File: config.mk
export PLATFORM = sky130hd
export DESIGN_NAME = gpio_bank_flat
export DESIGN_NICKNAME = d
export VERILOG_FILES = /design/src/rtl/gpio_pkg.sv /design/src/rtl/gpio_bank_if.sv /design/src/rtl/gpio_in_cond.sv /design/src/rtl/gpio_bank.sv /design/src/flat_wrapper.sv
export SDC_FILE = /design/constraint.sdc
export NUM_CORES = 1
export LEC_CHECK = 0
export BUFFER_PORTS_ARGS = -buffer_cell sky130_fd_sc_hd__buf_2
export CORE_ASPECT_RATIO = 1.1
export CORE_UTILIZATION = 51
export DETAILED_ROUTE_END_ITERATION = 7
export GPL_ROUTABILITY_DRIVEN = 0
export PLACE_DENSITY = 0.91
export SLEW_MARGIN = 0
export SYNTH_ARGS = -nofsm -noshare
export SYNTH_HDL_FRONTEND = slang
export SYNTH_SLANG_ARGS = --single-unit
File: constraint.sdc
create_clock -name clk -period 3.15 [get_ports clk]
set_input_delay 0.63 -clock clk [delete_from_list [all_inputs] [get_ports clk]]
set_output_delay 0.63 -clock clk [all_outputs]
set_load 0.05 [all_outputs]
File: src/rtl/gpio_pkg.sv
// gpio_pkg: shared definitions for the GPIO bank.
//   - register word indices (addr[4:2] within the 32-byte window)
//   - bus size encodings
//   - lane helper: byte/half/word mask and shift for a given size and addr[1:0]
package gpio_pkg;

    localparam logic [2:0] REG_OUT    = 3'd0;
    localparam logic [2:0] REG_IN     = 3'd1;
    localparam logic [2:0] REG_EDGE   = 3'd2;
    localparam logic [2:0] REG_IRQ_EN = 3'd3;
    localparam logic [2:0] REG_SET    = 3'd4;
    localparam logic [2:0] REG_CLR    = 3'd5;

    localparam logic [1:0] SZ_NONE = 2'b00;
    localparam logic [1:0] SZ_BYTE = 2'b01;
    localparam logic [1:0] SZ_HALF = 2'b10;
    localparam logic [1:0] SZ_WORD = 2'b11;

    typedef struct packed {
        logic [31:0] mask;   // bits of the 32-bit register touched by the access
        logic [4:0]  shift;  // bit position of the addressed lane
    } lane_t;

    function automatic lane_t lane_of(input logic [1:0] size, input logic [1:0] lo);
        lane_t l;
        l.mask  = '0;
        l.shift = '0;
        case (size)
            SZ_BYTE: begin
                l.shift = {lo, 3'b000};
                l.mask  = 32'h0000_00FF << l.shift;
            end
            SZ_HALF: begin
                l.shift = {lo[1], 4'b0000};
                l.mask  = 32'h0000_FFFF << l.shift;
            end
            SZ_WORD: l.mask = '1;
            default: ;
        endcase
        return l;
    endfunction

    function automatic logic is_aligned(input logic [1:0] size, input logic [1:0] lo);
        case (size)
            SZ_HALF: return !lo[0];
            SZ_WORD: return lo == 2'b00;
            default: return 1'b1;
        endcase
    endfunction

endpackage

File: src/rtl/gpio_bank_if.sv
// gpio_bank_if: CPU data-bus port of the GPIO bank.
//   addr/wdata/rw/size : request from the CPU (master)
//   rdata/rdata_valid  : registered read response from the peripheral (slave)
interface gpio_bank_if;
    logic [31:0] addr;
    logic [31:0] wdata;
    logic [31:0] rdata;
    logic        rdata_valid;
    logic        rw;
    logic [1:0]  size;

    modport master (
        output addr, wdata, rw, size,
        input  rdata, rdata_valid
    );

    modport slave (
        input  addr, wdata, rw, size,
        output rdata, rdata_valid
    );
endinterface

File: src/rtl/gpio_in_cond.sv
// gpio_in_cond: input conditioning for a bank of W asynchronous inputs.
//   clk, rst_n : clock, synchronous active-low reset
//   din_i      : raw asynchronous inputs
//   level_o    : debounced level (the IN register)
//   edge_o     : one-cycle pulse per bit, high in the cycle level_o is about to change
// Two-flop synchroniser, then a sample taken every SAMPLE_DIV cycles; a bit is
// accepted only when two consecutive samples agree.
module gpio_in_cond #(
    parameter int unsigned W          = 10,
    parameter int unsigned SAMPLE_DIV = 1
) (
    input  logic         clk,
    input  logic         rst_n,
    input  logic [W-1:0] din_i,
    output logic [W-1:0] level_o,
    output logic [W-1:0] edge_o
);
    localparam int unsigned CntW = (SAMPLE_DIV > 1) ? $clog2(SAMPLE_DIV) : 1;

    logic [W-1:0]    s1_q, s2_q, sample_q, sample_d, level_q, level_d;
    logic [CntW-1:0] cnt_q, cnt_d;
    logic            tick;
    logic [W-1:0]    stable;

    always_comb begin
        tick     = (cnt_q == CntW'(SAMPLE_DIV - 1));
        cnt_d    = tick ? '0 : cnt_q + CntW'(1);
        stable   = ~(s2_q ^ sample_q);
        sample_d = sample_q;
        level_d  = level_q;
        if (tick) begin
            sample_d = s2_q;
            // Per bit: accept only where this sample matches the previous one.
            level_d  = (level_q & ~stable) | (s2_q & stable);
        end
    end

    always_ff @(posedge clk) begin
        if (!rst_n) begin
            s1_q     <= '0;
            s2_q     <= '0;
            sample_q <= '0;
            level_q  <= '0;
            cnt_q    <= '0;
        end else begin
            s1_q     <= din_i;
            s2_q     <= s1_q;
            sample_q <= sample_d;
            level_q  <= level_d;
            cnt_q    <= cnt_d;
        end
    end

    assign level_o = level_q;
    assign edge_o  = level_d ^ level_q;

endmodule

File: src/rtl/gpio_bank.sv
// gpio_bank: memory-mapped GPIO peripheral with a 32-byte register window.
//   clk, rst_n : clock, synchronous active-low reset
//   bus        : CPU bus (addr, wdata, rw, size in; rdata, rdata_valid out)
//   gpio_in    : asynchronous inputs, conditioned by gpio_in_cond
//   gpio_out   : OUT register
//   irq        : |(EDGE & IRQ_EN)
// Registers: OUT, IN (RO), EDGE (W1C), IRQ_EN, SET/CLR (WO, read 0), two reserved.
module gpio_bank
    import gpio_pkg::*;
#(
    parameter logic [31:0] IO_ADDR    = 32'h8000_0000,
    parameter int unsigned OUT_W      = 10,
    parameter int unsigned IN_W       = 10,
    parameter int unsigned SAMPLE_DIV = 1
) (
    input  logic             clk,
    input  logic             rst_n,
    gpio_bank_if.slave       bus,
    input  logic [IN_W-1:0]  gpio_in,
    output logic [OUT_W-1:0] gpio_out,
    output logic             irq
);
    logic [OUT_W-1:0] out_q, out_d;
    logic [IN_W-1:0]  edge_q, edge_d;
    logic [IN_W-1:0]  irq_en_q, irq_en_d;
    logic [31:0]      rdata_q, rdata_d;
    logic             rdata_valid_q;

    logic [IN_W-1:0]  in_level, in_pulse;

    logic [31:0]      offset;
    logic [2:0]       idx;
    logic             in_window, aligned, wr_en, rd_en;
    lane_t            lane;
    logic [31:0]      wval, rd_word;
    logic [OUT_W-1:0] wval_out, mask_out;
    logic [IN_W-1:0]  wval_in, mask_in, edge_clr;

    gpio_in_cond #(
        .W         (IN_W),
        .SAMPLE_DIV(SAMPLE_DIV)
    ) u_in_cond (
        .clk    (clk),
        .rst_n  (rst_n),
        .din_i  (gpio_in),
        .level_o(in_level),
        .edge_o (in_pulse)
    );

    always_comb begin
        // Subtraction wraps for addresses below the base, so check both bounds.
        offset    = bus.addr - IO_ADDR;
        in_window = (bus.addr >= IO_ADDR) && (offset < 32'd32);
        idx       = offset[4:2];
        aligned   = is_aligned(bus.size, bus.addr[1:0]);
        lane      = lane_of(bus.size, bus.addr[1:0]);
        wr_en     = (bus.size != SZ_NONE) && in_window && bus.rw && aligned;
        rd_en     = (bus.size != SZ_NONE) && in_window && !bus.rw;

        // Write data placed in its lane; bits outside the lane are zero.
        wval      = (bus.wdata << lane.shift) & lane.mask;
        wval_out  = OUT_W'(wval);
        mask_out  = OUT_W'(lane.mask);
        wval_in   = IN_W'(wval);
        mask_in   = IN_W'(lane.mask);

        out_d     = out_q;
        irq_en_d  = irq_en_q;
        edge_clr  = '0;
        if (wr_en) begin
            case (idx)
                REG_OUT:    out_d    = (out_q & ~mask_out) | wval_out;
                REG_SET:    out_d    = out_q | wval_out;
                REG_CLR:    out_d    = out_q & ~wval_out;
                REG_IRQ_EN: irq_en_d = (irq_en_q & ~mask_in) | wval_in;
                REG_EDGE:   edge_clr = wval_in;
                default: ;
            endcase
        end
        // A new edge in the same cycle as a W1C keeps the bit set.
        edge_d    = (edge_q & ~edge_clr) | in_pulse;

        case (idx)
            REG_OUT:    rd_word = 32'(out_q);
            REG_IN:     rd_word = 32'(in_level);
            REG_EDGE:   rd_word = 32'(edge_q);
            REG_IRQ_EN: rd_word = 32'(irq_en_q);
            default:    rd_word = '0;
        endcase

        rdata_d   = rdata_q;
        if (rd_en) begin
            rdata_d = aligned ? (rd_word >> lane.shift) & (lane.mask >> lane.shift) : '0;
        end
    end

    always_ff @(posedge clk) begin
        if (!rst_n) begin
            out_q         <= '0;
            edge_q        <= '0;
            irq_en_q      <= '0;
            rdata_q       <= '0;
            rdata_valid_q <= 1'b0;
        end else begin
            out_q         <= out_d;
            edge_q        <= edge_d;
            irq_en_q      <= irq_en_d;
            rdata_q       <= rdata_d;
            rdata_valid_q <= rd_en;
        end
    end

    assign gpio_out        = out_q;
    assign irq             = |(edge_q & irq_en_q);
    assign bus.rdata       = rdata_q;
    assign bus.rdata_valid = rdata_valid_q;

endmodule

File: src/flat_wrapper.sv
// flat-port wrapper written by rule: the top's interface ports become plain ports
module gpio_bank_flat import gpio_pkg::*;
#(
    parameter logic [31:0] IO_ADDR    = 32'h8000_0000,
    parameter int unsigned OUT_W      = 10,
    parameter int unsigned IN_W       = 10,
    parameter int unsigned SAMPLE_DIV = 1
)
  (clk, rst_n, gpio_in, gpio_out, irq, bus_addr, bus_wdata, bus_rw, bus_size, bus_rdata, bus_rdata_valid);
  gpio_bank_if bus_i ();
  input  logic clk;
  input  logic rst_n;
  input  logic [IN_W-1:0] gpio_in;
  output logic [OUT_W-1:0] gpio_out;
  output logic irq;
  input wire logic [$bits(bus_i.addr)-1:0] bus_addr;
  input wire logic [$bits(bus_i.wdata)-1:0] bus_wdata;
  input wire logic [$bits(bus_i.rw)-1:0] bus_rw;
  input wire logic [$bits(bus_i.size)-1:0] bus_size;
  output wire logic [$bits(bus_i.rdata)-1:0] bus_rdata;
  output wire logic [$bits(bus_i.rdata_valid)-1:0] bus_rdata_valid;
  assign bus_i.addr = bus_addr;
  assign bus_i.wdata = bus_wdata;
  assign bus_i.rw = bus_rw;
  assign bus_i.size = bus_size;
  assign bus_rdata = bus_i.rdata;
  assign bus_rdata_valid = bus_i.rdata_valid;
  gpio_bank #(.IO_ADDR(IO_ADDR), .OUT_W(OUT_W), .IN_W(IN_W), .SAMPLE_DIV(SAMPLE_DIV)) u_core (.clk(clk), .rst_n(rst_n), .bus(bus_i), .gpio_in(gpio_in), .gpio_out(gpio_out), .irq(irq));
endmodule
# ---- Word level (Yosys, flattened, before mapping)
# Cells that the tools add are included.
dict set report totals {
  ff_bits 104
  inputBits 79
  output_inout_bits 44
}
dict set report classes {
  n_addsub 2
  magnitude_cmp 2
  eq_ne 8
  shifts 5
  muxes 9
  n_bitwise 21
  n_reduce_logical 15
}
# cell n
set op_table {}
lappend op_table {{one-hot mux 32 bit (3 select lines)} 1}
lappend op_table {{AND 10 bit} 8}
lappend op_table {{inverter 10 bit} 5}
lappend op_table {{OR 10 bit} 5}
lappend op_table {{one-hot mux 10 bit (4 select lines)} 1}
lappend op_table {{AND 32 bit} 1}
lappend op_table {{greater-or-equal comparator 32 bit (second input constant)} 1}
lappend op_table {{less-than comparator 32 x 6 -> 1 bit (second input constant)} 1}
lappend op_table {{2-to-1 mux 32 bit} 1}
lappend op_table {{left shift 16 x 5 -> 32 bit (first input constant)} 1}
lappend op_table {{left shift 32 x 5 -> 10 bit} 1}
lappend op_table {{left shift 8 x 5 -> 32 bit (first input constant)} 1}
lappend op_table {{>> shifter 10 x 5 -> 32 bit} 1}
lappend op_table {{>> shifter 32 x 5 -> 32 bit} 1}
lappend op_table {{subtractor 32 bit (second input constant)} 1}
lappend op_table {{2-to-1 mux 10 bit} 3}
lappend op_table {{one-hot mux 10 bit (3 select lines)} 1}
lappend op_table {{XOR 10 bit} 2}
lappend op_table {{one-hot mux 5 bit (2 select lines)} 1}
lappend op_table {{OR reduction 10 bit} 1}
lappend op_table {{equality test 3 x 2 -> 1 bit (second input constant)} 2}
lappend op_table {{equality test 3 bit (second input constant)} 2}
lappend op_table {{AND reduction 2 bit} 3}
lappend op_table {{logical AND 1 bit} 5}
lappend op_table {{10 further kinds} 12}

# ---- Longest topological paths before layout
dict set report depth {
  depth_word 10
  mapped_depth 9
}

# ---- By module
# Synthesis repeated with hierarchy kept, for this count alone.
dict set report unflattened {
  cells_unflattened 449
  area_unflattened_um2 4025.1
}
# module n_inst cells_each area_each_um2 seq_area_each_um2
set modules_own_cells {}
lappend modules_own_cells {gpio_bank 1 279 2424.8 820.8}
lappend modules_own_cells {gpio_in_cond 1 170 1600.3 820.8}

# ---- Least setup slack after synthesis
# No wires, ideal clock.
dict set report synth_timing {
  path_type {input -> register}
  start {input port bus_size[0]}
  end {register u_core.edge_q[8]}
  setup_ns 0.128
  t_arrival_ns 2.454
  t_required_ns 3.022
  path_slack_ns 0.568
  stages 8
  path_buffers 0
  cell_sequence {inv_1 ha_1 nor4_1 nand4_1 or4b_1 or3_1 a21oi_1 nor2_1}
}
dict set report synth_via {
  elab_chain_len 9
  elab_cells_between_ends 17
  cone_classes {eq/ne (3); shift (1); mux (5); bitwise (4); reduce/logical (4)}
}
# item line_no
set synth_lines {}
lappend synth_lines {{from (decl)} flat_wrapper.sv:19} ;# input wire logic [$bits(bus_i.size)-1:0] bus_size;
lappend synth_lines {{equality test 2 bit or equality test 2 x 1 -> 1 bit (tied branches)} {gpio_pkg.sv:28, gpio_pkg.sv:44}}
lappend synth_lines {{one-hot mux 5 bit (2 select lines)} gpio_pkg.sv:28} ;# case (size)
lappend synth_lines {{left shift 32 x 5 -> 10 bit} gpio_bank.sv:61} ;# wval = (bus.wdata << lane.shift) & lane.mask;
lappend synth_lines {{AND 10 bit} gpio_bank.sv:61}
lappend synth_lines {{2-to-1 mux 10 bit} gpio_bank.sv:71} ;# case (idx)
lappend synth_lines {{2-to-1 mux 10 bit *} gpio_bank.sv:70} ;# if (wr_en) begin
lappend synth_lines {{inverter 10 bit *} gpio_bank.sv:81} ;# edge_d = (edge_q & ~edge_clr) | in_pulse;
lappend synth_lines {{AND 10 bit *} gpio_bank.sv:81}
lappend synth_lines {{OR 10 bit *} gpio_bank.sv:81}
lappend synth_lines {{to (signal assigned)} gpio_bank.sv:106} ;# edge_q <= edge_d;
lappend synth_lines {{to (decl)} gpio_bank.sv:24} ;# logic [IN_W-1:0] edge_q, edge_d;
# Mark *: on every way between the ends. The rest lies on a longest branch, timed or not.
# A chain may end at the register's enable or synchronous reset.

# ---- Worst setup path after layout
dict set report layout_timing {
  start {input port bus_size[0]}
  end {register u_core.edge_q[0]}
}
# Same word-level chain as after synthesis.

==> out/results.env <==
DIODES=0
STARTING_DENSITY_OF_THE_CORE_PCT=52.6
HOLD_FAILS_FINAL_RPT=0
SYNTH-ASYNC-RESET-RATIO_PCT=0
YOSYS_MOST_USED_DFF='dfxtp_1'
SYNTHCELLS=455
GLOBALROUTEMET1UTIL_PCT=25.6
TIMING.CRITICAL_PATH.FROM_TYPE='primary input'
GRT_FIRST_PASS_WIRELENGTH_UM=14300
RSZ0062_AT_GRT='no'
CTS_ROOT_BUF='clkbuf_8'
CTS_REPAIR_RESIZE_COUNT=0
SEQ_AREA_MM2=0.00164
AREA_FRACTION_IN_AND_OR_NAND_AND_NOR_CELLS_AFTER_SYNTHESIS_PCT=22.5
GLOBALROUTE.BUSIESTLAYER='met2'
DETAIL_ROUTE.VIAS_PER_CELL=5.35
FINALWIRELENGTH_UM=8570
YOSYS_WARNINGS=0
CORE_AREA_MM2=0.00747
DETAILED_ROUTING_ITERATIONS_PASS_1=5
INSTANCES_NO_FILL=643
IO_BUFFER_COUNT=78
VIA_COUNT_OF_THE_FIRST_GLOBAL_ROUTING_PASS=3218
HOLDCRITSTARTPOINT='u_core.u_in_cond.s1_q[8]'
SYNTH_FA_HA_AREA_SHARE_PCT=1.27
GLOBAL_ROUTE.USAGE.MET3_PCT=5.01
WORSTREG2REGEND='u_core.u_in_cond.level_o[7]'
PEAKVDDDROP_uV=258
GLOBAL_ROUTE.USAGE.MET2_PCT=39.7
FRACTION_OF_THE_MAPPED_NETLIST_AREA_IN_COMPOUND_GATES_PCT=16.0
CRITICAL_PATH_REQUIRED_PS=3390
MIN-DELAY-PATH-CLASS='flip-flop to flip-flop'
SYN_AVG_CELL_AREA_UM2=8.65
SYNTH.CELL_AREA_MM2=0.00393
REGTOREGSETUPSLACK_PS=1930
FILLERS=609
CAP_VIOL_MAX_COUNT=0
POSTSYNTHREGISTERBITS=82
FINAL_LAYOUT_SIZE_SUFFIX_GT1_SHARE_PCT=21.9
AREA.GROWTH.SYNTH_TO_FINAL_PCT=15.7
CTS-HOLD-FIX-BUFFERS=0
GRT_REMAINING_OVERFLOW=0
REMAINING_ANTENNA_VIOLATION_COUNT=0
MIN_TO='u_core.u_in_cond.s2_q[8]'
PLACE.DETAILED.INSTANCES=628
MULTI_INPUT_AREA_MM2=0.00210
CRITICALPATHCATEGORY='primary input to flip-flop'
FIN_WORST_SKEW_PS=10.8
TIMING.FINAL.CRIT_SHARE_PCT=81.1
RUN_STATUS='finished, final reports clean'
DR_TOTAL_VIAS=3443
CP_MAX_FO=8
TIGHTEST_SLEW_PS=680
FINAL_NUMBER_OF_MAX_TRANSITION_VIOLATIONS=0
POST_SYNTH_MUX_AREA_SHARE_PCT=11.4
ARRIVAL_TIME_OF_THE_WORST_SETUP_PATH_PS=2800
FINALINSTANCEAREA_MM2=0.00455
DPL-INSTANCE-AREA_MM2=0.00436
FINAL_CORE_UTILIZATION_PCT=60.9
GRT_ANTENNA_BEFORE_REPAIR=0
CRITICAL_PATH.REG2REG.STARTPOINT='u_core.u_in_cond.cnt_q'
WORST_SKEW_PAIR.LATE_LATENCY_PS=350
SYNTH_CELL_TYPE_COUNT=45
IOS=123
YS_SEQ_AREA_SHARE_PCT=41.7
COUNT_OF_FLIP_FLOPS_WITH_A_BUILT_IN_ENABLE_AFTER_SYNTHESIS=0
CLOCKBUFFERDEPTH=2
WL_PER_CELL_UM=13.3
CTS.REPAIR_TIMING.SETUP_BUFFER_COUNT=0
TNS_PS=0
DIE_HEIGHT_UM=94.1
HTREE_NUM_LEVELS=3
HPWL_UM=6260
DIE_W_UM=85.7
FINAL_STAGE_NET_COUNT=617
REPORT.FINAL.SETUP_VIOL=0
POWER_DENSITY_mW_PER_MM2=440
DRT_DRC_VIOLATIONS_LEFT=0
ENDPOINT_KIND='flip-flop'
FINALCRITICALPERIOD_PS=2550
TIMING.FMAX_MHz=392
LEAKAGE_POWER_uW=0.00201
GRT_MAX_DEGREE=41
GLOBALROUTETOTALUTIL_PCT=22.7
CTS.REPORTEDPATHS.CLKPINSLEW_PS=80
SYNTH_TOP_FAMILY_BY_AREA='simple AND/OR/NAND/NOR gates'
HOLD-PATH-CELL-COUNT=1
CLKSINKCOUNT=82
DIE_AREA_MM2=0.00807
WORST_SLEW_MARGIN_REL_PCT=54.5
CTS_BUFFERS=9
SYNTH_XOR_AREA_SHARE_PCT=0
STD_CELL_ROWS=33
TRITONCTS='yes'
INITIALDRTVIOLATIONCOUNT=266
REG2REG_DEPTH=4
-- cell families after synthesis --
family | after synthesis
adder cells (fa/ha/maj) | 4
AO/OA/AOI/OAI | 108
flip-flops | 82
AND/OR/NAND/NOR | 176
other | 1
multiplexers | 32
buffers and inverters | 52
-- per-stage QoR --
stage	hold WS [ps]	total power (uW)	setup slack, ps
floorplan	412	1260	568
global placement	417	1300	381
detailed placement	419	1310	305
CTS	438	2020	625
global route	449	2080	315
finish	435	2000	596
-- critical path: stages --
cell and delay [ps]:
buf_2 110, inv_1 60, ha_1 250, nor4_1 280, nand4_1 210, buf_4 220, nor4b_2 340, and3b_1 370
a21boi_0 140, o21a_1 180
-- synthesized netlist by cell type (4+ instances only) --
master	instances	area, um2
clkbuf_1	15	56.3
dfxtp_1	82	1640
buf_4	22	165
o21a_1	8	60.1
a21oi_1	37	185
nor2_1	62	233
mux2i_1	21	210
or3_1	4	25.0
o21ai_1	7	35.0
mux4_2	10	225
nor4_1	8	50.1
nor2b_1	13	81.3
ha_1	4	50.1
a21boi_0	8	60.1
inv_1	12	45.0
o21ai_0	33	165
and3_1	7	43.8
nand2_1	38	143
and2_1	20	125
-- report_power, final --
group	total, uW	internal (uW)	switching (uW)
combinational	227	74.3	153
sequential	1060	1050	10.5
clock	714	348	365
total	2000	1470	529
-- cell usage in the layout (no fill, tap or decap), types with 3 or more instances in the layout --
cell type  synthesis  routed
dfxtp_1           82      82
nand4_1            3       3
o21ai_0           33      33
ha_1               4       4
buf_4             22       7
and2_1            20      20
nand2b_1           3       3
o21ai_1            7       7
a21boi_0           8       8
inv_1             12      12
or3_1              4       4
a22o_1             3       3
o21a_1             8       8
nand3_1            3       3
mux2i_1           21      21
and3_1             7       7
nor2_1            62      62
o211ai_1           3       3
nor4_1             8       8
a21oi_1           37      37
a22oi_1            3       3
clkbuf_8           0      12
nor2b_1           13      13
nand2_1           38      38
conb_1             1      23
buf_2              0      78
mux4_2            10      10
-- layer usage --
layer,share of wire (%),vias up
li1,-,1689
met1,42,1562
met2,49,160
met3,5.8,32
met4,2.6,0
met5,0,-
-- layout make-up --
| type | instances | area share [%] |
|---|---|---|
| flip-flops and latches | 82 | 36.1 |
| repair buffers | 85 | 9.73 |
| well taps | 105 | 2.89 |
| clock inverters | 3 | 0.522 |
| clock buffers | 12 | 3.63 |
| multi-input cells | 343 | 46.1 |
| inverters | 13 | 1.07 |
-- how the worst max path moves through the flow --
| stage | cells past startpoint | slack (ps) | from | endpoint |
|---|---|---|---|---|
| 2_1_floorplan | 8 | 570 | bus_size[0] | u_core.edge_q[8] |
| 3_3_place_gp | 10 | 380 | bus_size[0] | u_core.edge_q[5] |
| 3_5_place_dp | 10 | 310 | bus_size[0] | u_core.edge_q[1] |
| 4_1_cts | 10 | 620 | bus_size[0] | u_core.edge_q[1] |
| 5_1_grt | 10 | 320 | bus_size[0] | u_core.edge_q[5] |
| 6_report | 10 | 600 | bus_size[0] | u_core.edge_q[0] |
No activity file was read; power rests on OpenSTA's default activity.
